### src/rtl/eth_clk_pkg.sv
// Shared Ethernet clocking types: the 2-bit link speed code used by both the
// TX clock divider setting and the RX clock speed detector.
package eth_clk_pkg;

  localparam int SPEED_W = 2;

  typedef enum logic [SPEED_W-1:0] {
    SPEED_1000 = 2'b00,
    SPEED_100  = 2'b01,
    SPEED_10   = 2'b10,
    SPEED_NONE = 2'b11
  } speed_e;

endpackage

### src/rtl/rx_clk_period_counter.sv
// Measures RX clock period in clk250 cycles from a toggle bit and classifies it.
// Optional input synchronizer enabled by RX_CLK_SPEED_DET_SYNC_EN.
module rx_clk_period_counter
  import eth_clk_pkg::*;
#(
  parameter int timeout_p     = 1023,
  parameter int thresh_1000_p = 4,
  parameter int thresh_100_p  = 40
) (
  input  logic       clk250_i,
  input  logic       clk250_rst_i,
  input  logic       rx_clk_toggle_i,
  output logic       meas_v_o,
  output logic [1:0] meas_speed_o
);

  localparam int W = $clog2(timeout_p + 1);
  localparam logic [W-1:0] LP_TIMEOUT = W'(timeout_p);
  localparam logic [W:0]   LP_T1000   = (W + 1)'(thresh_1000_p);
  localparam logic [W:0]   LP_T100    = (W + 1)'(thresh_100_p);

  logic         w_tog_in;
  logic         r_tog;
  logic         r_tog_prev;
  logic         r_armed;
  logic [W-1:0] r_cnt;
  logic         w_edge;
  logic         w_timeout;
  logic [W:0]   w_period;

`ifdef RX_CLK_SPEED_DET_SYNC_EN
  // Two-flop synchronizer (bsg_sync_sync equivalent) ahead of the edge register.
  logic [1:0] r_sync;
  always_ff @(posedge clk250_i) begin
    if (clk250_rst_i) r_sync <= '0;
    else              r_sync <= {r_sync[0], rx_clk_toggle_i};
  end
  assign w_tog_in = r_sync[1];
`else
  assign w_tog_in = rx_clk_toggle_i;
`endif

  assign w_edge    = r_tog ^ r_tog_prev;
  assign w_timeout = !w_edge && (r_cnt == LP_TIMEOUT);
  assign w_period  = {1'b0, r_cnt} + (W + 1)'(1);

  always_ff @(posedge clk250_i) begin
    if (clk250_rst_i) begin
      r_tog      <= 1'b0;
      r_tog_prev <= 1'b0;
      r_cnt      <= '0;
      r_armed    <= 1'b0;
    end else begin
      r_tog      <= w_tog_in;
      r_tog_prev <= r_tog;
      if (w_edge || w_timeout)     r_cnt <= '0;
      else if (r_cnt != LP_TIMEOUT) r_cnt <= r_cnt + W'(1);
      if (w_edge)         r_armed <= 1'b1;
      else if (w_timeout) r_armed <= 1'b0;
    end
  end

  // The arming edge has no valid start point, so it yields no measurement.
  always_comb begin
    meas_v_o     = 1'b0;
    meas_speed_o = SPEED_NONE;
    if (w_edge) begin
      if (r_armed) begin
        meas_v_o = 1'b1;
        if (w_period <= LP_T1000)     meas_speed_o = SPEED_1000;
        else if (w_period <= LP_T100) meas_speed_o = SPEED_100;
        else                          meas_speed_o = SPEED_10;
      end
    end else if (w_timeout) begin
      meas_v_o     = 1'b1;
      meas_speed_o = SPEED_NONE;
    end
  end

endmodule

### src/rtl/rx_clk_speed_detector.sv
// RGMII RX clock speed detector: period measurement plus hysteresis on the result.
// Build option RX_CLK_SPEED_DET_SYNC_EN adds a 2-flop input synchronizer.
module rx_clk_speed_detector
  import eth_clk_pkg::*;
#(
  parameter int timeout_p      = 1023,
  parameter int stable_count_p = 4,
  parameter int thresh_1000_p  = 4,
  parameter int thresh_100_p   = 40
) (
  input  logic       clk250_i,
  input  logic       clk250_rst_i,
  input  logic       rx_clk_toggle_i,
  output logic [1:0] speed_o,
  output logic       speed_v_o,
  output logic       speed_change_o
);

  localparam int MW = $clog2(stable_count_p + 1);
  localparam logic [MW-1:0] LP_STABLE = MW'(stable_count_p);

  logic          w_meas_v;
  logic [1:0]    w_meas_speed;
  logic [1:0]    r_cand;
  logic [MW-1:0] r_match;
  logic [1:0]    w_cand_nxt;
  logic [MW-1:0] w_match_nxt;
  logic [1:0]    r_speed;
  logic          r_speed_v;
  logic          r_change;

  rx_clk_period_counter #(
    .timeout_p     (timeout_p),
    .thresh_1000_p (thresh_1000_p),
    .thresh_100_p  (thresh_100_p)
  ) u_period (
    .clk250_i        (clk250_i),
    .clk250_rst_i    (clk250_rst_i),
    .rx_clk_toggle_i (rx_clk_toggle_i),
    .meas_v_o        (w_meas_v),
    .meas_speed_o    (w_meas_speed)
  );

  always_comb begin
    w_cand_nxt  = r_cand;
    w_match_nxt = r_match;
    if (w_meas_v) begin
      if (w_meas_speed == r_cand) begin
        if (r_match != LP_STABLE) w_match_nxt = r_match + MW'(1);
      end else begin
        w_cand_nxt  = w_meas_speed;
        w_match_nxt = MW'(1);
      end
    end
  end

  // Output follows the post-measurement candidate so it lands one cycle after the edge.
  always_ff @(posedge clk250_i) begin
    if (clk250_rst_i) begin
      r_cand    <= SPEED_NONE;
      r_match   <= '0;
      r_speed   <= SPEED_NONE;
      r_speed_v <= 1'b0;
      r_change  <= 1'b0;
    end else begin
      r_cand   <= w_cand_nxt;
      r_match  <= w_match_nxt;
      r_change <= 1'b0;
      if (w_meas_v && (w_match_nxt == LP_STABLE) && (w_cand_nxt != r_speed)) begin
        r_speed   <= w_cand_nxt;
        r_speed_v <= (w_cand_nxt != SPEED_NONE);
        r_change  <= 1'b1;
      end
    end
  end

  assign speed_o        = r_speed;
  assign speed_v_o      = r_speed_v;
  assign speed_change_o = r_change;

endmodule

### config.mk
export PLATFORM = sky130hd
export DESIGN_NAME = rx_clk_speed_detector
export DESIGN_NICKNAME = d
export VERILOG_FILES = /design/src/rtl/eth_clk_pkg.sv /design/src/rtl/rx_clk_period_counter.sv /design/src/rtl/rx_clk_speed_detector.sv
export SDC_FILE = /design/constraint.sdc
export NUM_CORES = 1
export LEC_CHECK = 0
export BUFFER_PORTS_ARGS = -buffer_cell sky130_fd_sc_hd__buf_2
export CORE_ASPECT_RATIO = 1.2
export CORE_MARGIN = 2
export CORE_UTILIZATION = 59
export CTS_CLUSTER_SIZE = 12
export DETAILED_ROUTE_END_ITERATION = 10
export GPL_TIMING_DRIVEN = 0
export PLACE_DENSITY = 0.77
export REMOVE_ABC_BUFFERS = 1
export SKIP_LAST_GASP = 1
export SLEW_MARGIN = 20
export SYNTH_ARGS = -nofsm -noshare
export SYNTH_HDL_FRONTEND = slang
export SYNTH_SLANG_ARGS = --single-unit
### constraint.sdc
create_clock -name clk250_i -period 3.45 [get_ports clk250_i]
set_input_delay 0.345 -clock clk250_i [delete_from_list [all_inputs] [get_ports clk250_i]]
set_output_delay 0.345 -clock clk250_i [all_outputs]
set_load 0.01 [all_outputs]
==> results_dict.tcl <==
set metrics [dict create \
    crit_path_top_delay_cell "sky130_fd_sc_hd__or3b_4" \
    pwr-share-seq_pct 52.1 \
    synth.mux.area_fraction_pct 1.58 \
    drt_pass_1_iters 4 \
    post_synth_inst_count 160 \
    power.switching_w 0.000116 \
    pwr-share-clk_pct 37.8 \
    crit_chain "ha_1 > and3_2 > or3b_4 > o21ai_4 > o22ai_1 > a211oi_1 > xnor2_1 > o21ai_2 > a221oi_2" \
    post_cts_hold_buffer_count 0 \
    die_w_um 47.6 \
    initial_utilization_pct 63.6 \
    antennaDiodeCount 0 \
    cts.root.buffer_cell "sky130_fd_sc_hd__clkbuf_4" \
    flip_flop_and_latch_count_after_synthesis 22 \
    outcome "finished clean" \
    detailroute.via_count 1151 \
    final.setup.tns_ps 0 \
    design.portCount 7 \
    crit_type "reg2reg" \
    clk_pin_slew_ps 120 \
    global_route_wire_length_before_repair_um 4560 \
    post_cts_repair_resize_count 0 \
    yosysTopAreaCell "sky130_fd_sc_hd__dfxtp_1" \
    max-vdd-ir-drop_v 0.000275 \
    synth.top_cells.by_area "sky130_fd_sc_hd__dfxtp_1 33%, sky130_fd_sc_hd__nor2_1 7.5%, sky130_fd_sc_hd__xnor2_1 7.2%" \
    relSlewSlack_pct 58.9 \
    combined_area_of_the_multi_input_logic_cells_um2 823 \
    clock_sinks 22 \
    postRouteWirelength_um 2530 \
    grt_remaining_overflow 0 \
    fmax_mhz 358 \
    cellPowerDensity_nw_per_um2 363 \
    ys_dominant_reg_cell "sky130_fd_sc_hd__dfxtp_1" \
    grt_pass1_vias 1113 \
    timing.reg2reg.worst_path_depth 9 \
    tightestPinTransition_ps 615 \
    drive_above_1_share_pct 16.0 \
    numPortBuffers 6 \
    worstPathArrival_ps 3030 \
    ys_async_sr_fraction_pct 0 \
    synth_top_area_share_pct 32.7 \
    sequential_cell_area_um2 440 \
    final_net_count 169 \
    layout.cells.most_common "sky130_fd_sc_hd__nor2_1" \
    most-common-layout-cells "27 x sky130_fd_sc_hd__nor2_1, 22 x sky130_fd_sc_hd__dfxtp_1, 11 x sky130_fd_sc_hd__nand2_1, 11 x sky130_fd_sc_hd__xnor2_1, 9 x sky130_fd_sc_hd__inv_1" \
    worst_skew_pair.late_latency_ps 310 \
    final_antenna_net_count 0 \
    finalClockSkew_ps 1.54 \
    remaining_drc_errors 0 \
    final-max-slew-violation-count 0 \
    dieHeight_um 56.3 \
    cellLeakagePower_nw 0.527 \
    cap_violations 0 \
    maximum_clock_insertion_buffer_count 2 \
    timing.hold.worst.class "in2reg" \
    yosys.area_share.xor_xnor_pct 8.46 \
    synth-compound-area-share_pct 19.1 \
    std_cell_rows 18 \
    setup.worst_path.end_class "register" \
    setup_viol 0 \
    post_synth_instance_area_um2 1350 \
    drc_violation_total_after_the_first_tritonroute_iteration 32 \
    post_cts_setup_buffers 0 \
    worst_hold_path.num_cells 2 \
    worst_setup_path_start_kind "register" \
    core-area_um2 2120 \
    synth_fa_ha_area_share_pct 2.79 \
    hpwl_dp_um 1940 \
    fin_ws_ps 655 \
    avgSynthCellArea_um2 8.41 \
    synth.lib_cells_used.distinct 53 \
    detailedPlace.worstSlack_ps 707 \
    grt_antenna_before_repair 0 \
    cts.htree.levels 1 \
    rsz0062_at_grt "no" \
    post_synth_and_or_nand_nor_area_fraction_pct 29.3 \
    period_minus_slack_ps 2790 \
    final_core_util_pct 67.0 \
    combinational_family_with_the_most_area_after_synthesis "simple AND/OR/NAND/NOR gates" \
    pwr-share-comb_pct 10.1 \
    gp_congestion 0.785 \
    crit_path_max_fanout 9 \
    synth_seq_area_share_pct 32.7 \
    timing.final.crit_share_pct 81.0 \
    syn2layout_area_growth_pct 5.30 \
    final.fill_count 193 \
    viasPerCell 5.99 \
    internal_power_w 0.000399 \
    hold_violations 0 \
    synth_edf_count 0 \
    drt-wirelength-per-cell_um 13.2 \
    cts_buffers 3 \
    tritoncts "yes" \
    worst_path_largest_cell_delay_ps 430 \
    worst-endpoint-required_ps 3680 \
    ys.warnings.count 0 \
    die-area_um2 2680 \
    grtUsageTotal_pct 22.7 \
    switching_share_pct 22.5 \
    grt_start_max_net_pins 15 \
]
## metal layers
layer / GRT usage, % / share of wire, %
met1: 26.1 / 43
met3: 3.86 / 2.7
met5: 0 / 0
met2: 38.4 / 52
met4: 10.4 / 1.8
## cell usage after synthesis (2+ instances only)
cell,count
sky130_fd_sc_hd__a21oi_1,3
sky130_fd_sc_hd__and3_1,3
sky130_fd_sc_hd__buf_2,3
sky130_fd_sc_hd__buf_6,2
sky130_fd_sc_hd__clkbuf_1,3
sky130_fd_sc_hd__dfxtp_1,22
sky130_fd_sc_hd__ha_1,3
sky130_fd_sc_hd__inv_1,9
sky130_fd_sc_hd__nand2_1,11
sky130_fd_sc_hd__nand3_1,8
sky130_fd_sc_hd__nand3b_1,3
sky130_fd_sc_hd__nor2_1,27
sky130_fd_sc_hd__nor2b_1,2
sky130_fd_sc_hd__nor3_1,5
sky130_fd_sc_hd__nor3b_1,2
sky130_fd_sc_hd__o211ai_1,2
sky130_fd_sc_hd__o21ai_0,3
sky130_fd_sc_hd__o31ai_1,2
sky130_fd_sc_hd__or2_2,2
sky130_fd_sc_hd__xnor2_1,11
sky130_fd_sc_hd__xor2_1,2
## critical path, delay by kind of cell, from the launching register on
family | cells | cell delay [ps]
AOI/OAI and AO/OA | 5 | 1110
DFF | 1 | 410
adders and majority gates | 1 | 360
xor gates and xnor gates | 1 | 190
and+or+nand+nor | 2 | 660
## cell type report
class | instances | share of cell area, %
clock buffer | 3 | 1.59
tap | 30 | 2.65
clock inverter | 1 | 2.12
inverter | 9 | 2.38
multi-input combinational | 121 | 58.1
sequential | 22 | 31.1
timing repair buffer | 6 | 2.12
## stage by stage
| step | cell area, um^2 | hold WS, ps | power [W] | std cells |
|---|---|---|---|---|
| final | 1420 | 236 | 0.000515 | 192 |
| after global routing | 1420 | 252 | 0.000535 | 192 |
| after CTS | 1420 | 235 | 0.000519 | 192 |
| after detailed placement | 1370 | 456 | 0.000326 | 188 |
| after global placement | 1370 | 449 | 0.000323 | 188 |
| after floorplan | 1300 | 411 | 0.000312 | 152 |
## power groups by stage
stage               Clock [W]  Combinational [W]  Sequential [W]
finish               0.000195          0.0000520        0.000268
global route         0.000207          0.0000585        0.000270
CTS                  0.000199          0.0000523        0.000268
detailed placement          0          0.0000517        0.000274
global placement            0          0.0000493        0.000273
floorplan                   0          0.0000397        0.000272
## final timing paths
path / slack [ps] / start / endpoint
max reg2reg: 660 / u_period.r_cnt[0]$_SDFFE_PP0N_ / speed_v_o$_SDFFE_PP0P_
max: 660 / u_period.r_cnt[0]$_SDFFE_PP0N_ / speed_v_o$_SDFFE_PP0P_
min reg2reg: 470 / speed_v_o$_SDFFE_PP0P_ / speed_v_o$_SDFFE_PP0P_
min: 240 / rx_clk_toggle_i / u_period.r_tog$_SDFF_PP0_
## flip-flops by register name, summed over array words and instances, names as in the netlist
| name | cells |
|---|---|
| u_period.r_cnt | 10 |
| u_period.r_tog | 1 |
| speed_v_o | 1 |
| speed_change_o | 1 |
| speed_o | 2 |
| r_match | 3 |
| r_cand | 2 |
| u_period.r_tog_prev | 1 |
| u_period.r_armed | 1 |
## cells by family after synthesis
family,after synthesis
AO/OA/AOI/OAI,29
adder cells (fa/ha/maj),3
multiplexers,2
buffers and inverters,17
XOR/XNOR,13
flip-flops,22
AND/OR/NAND/NOR,74
Note: power is estimated with default switching activity, not from simulation.
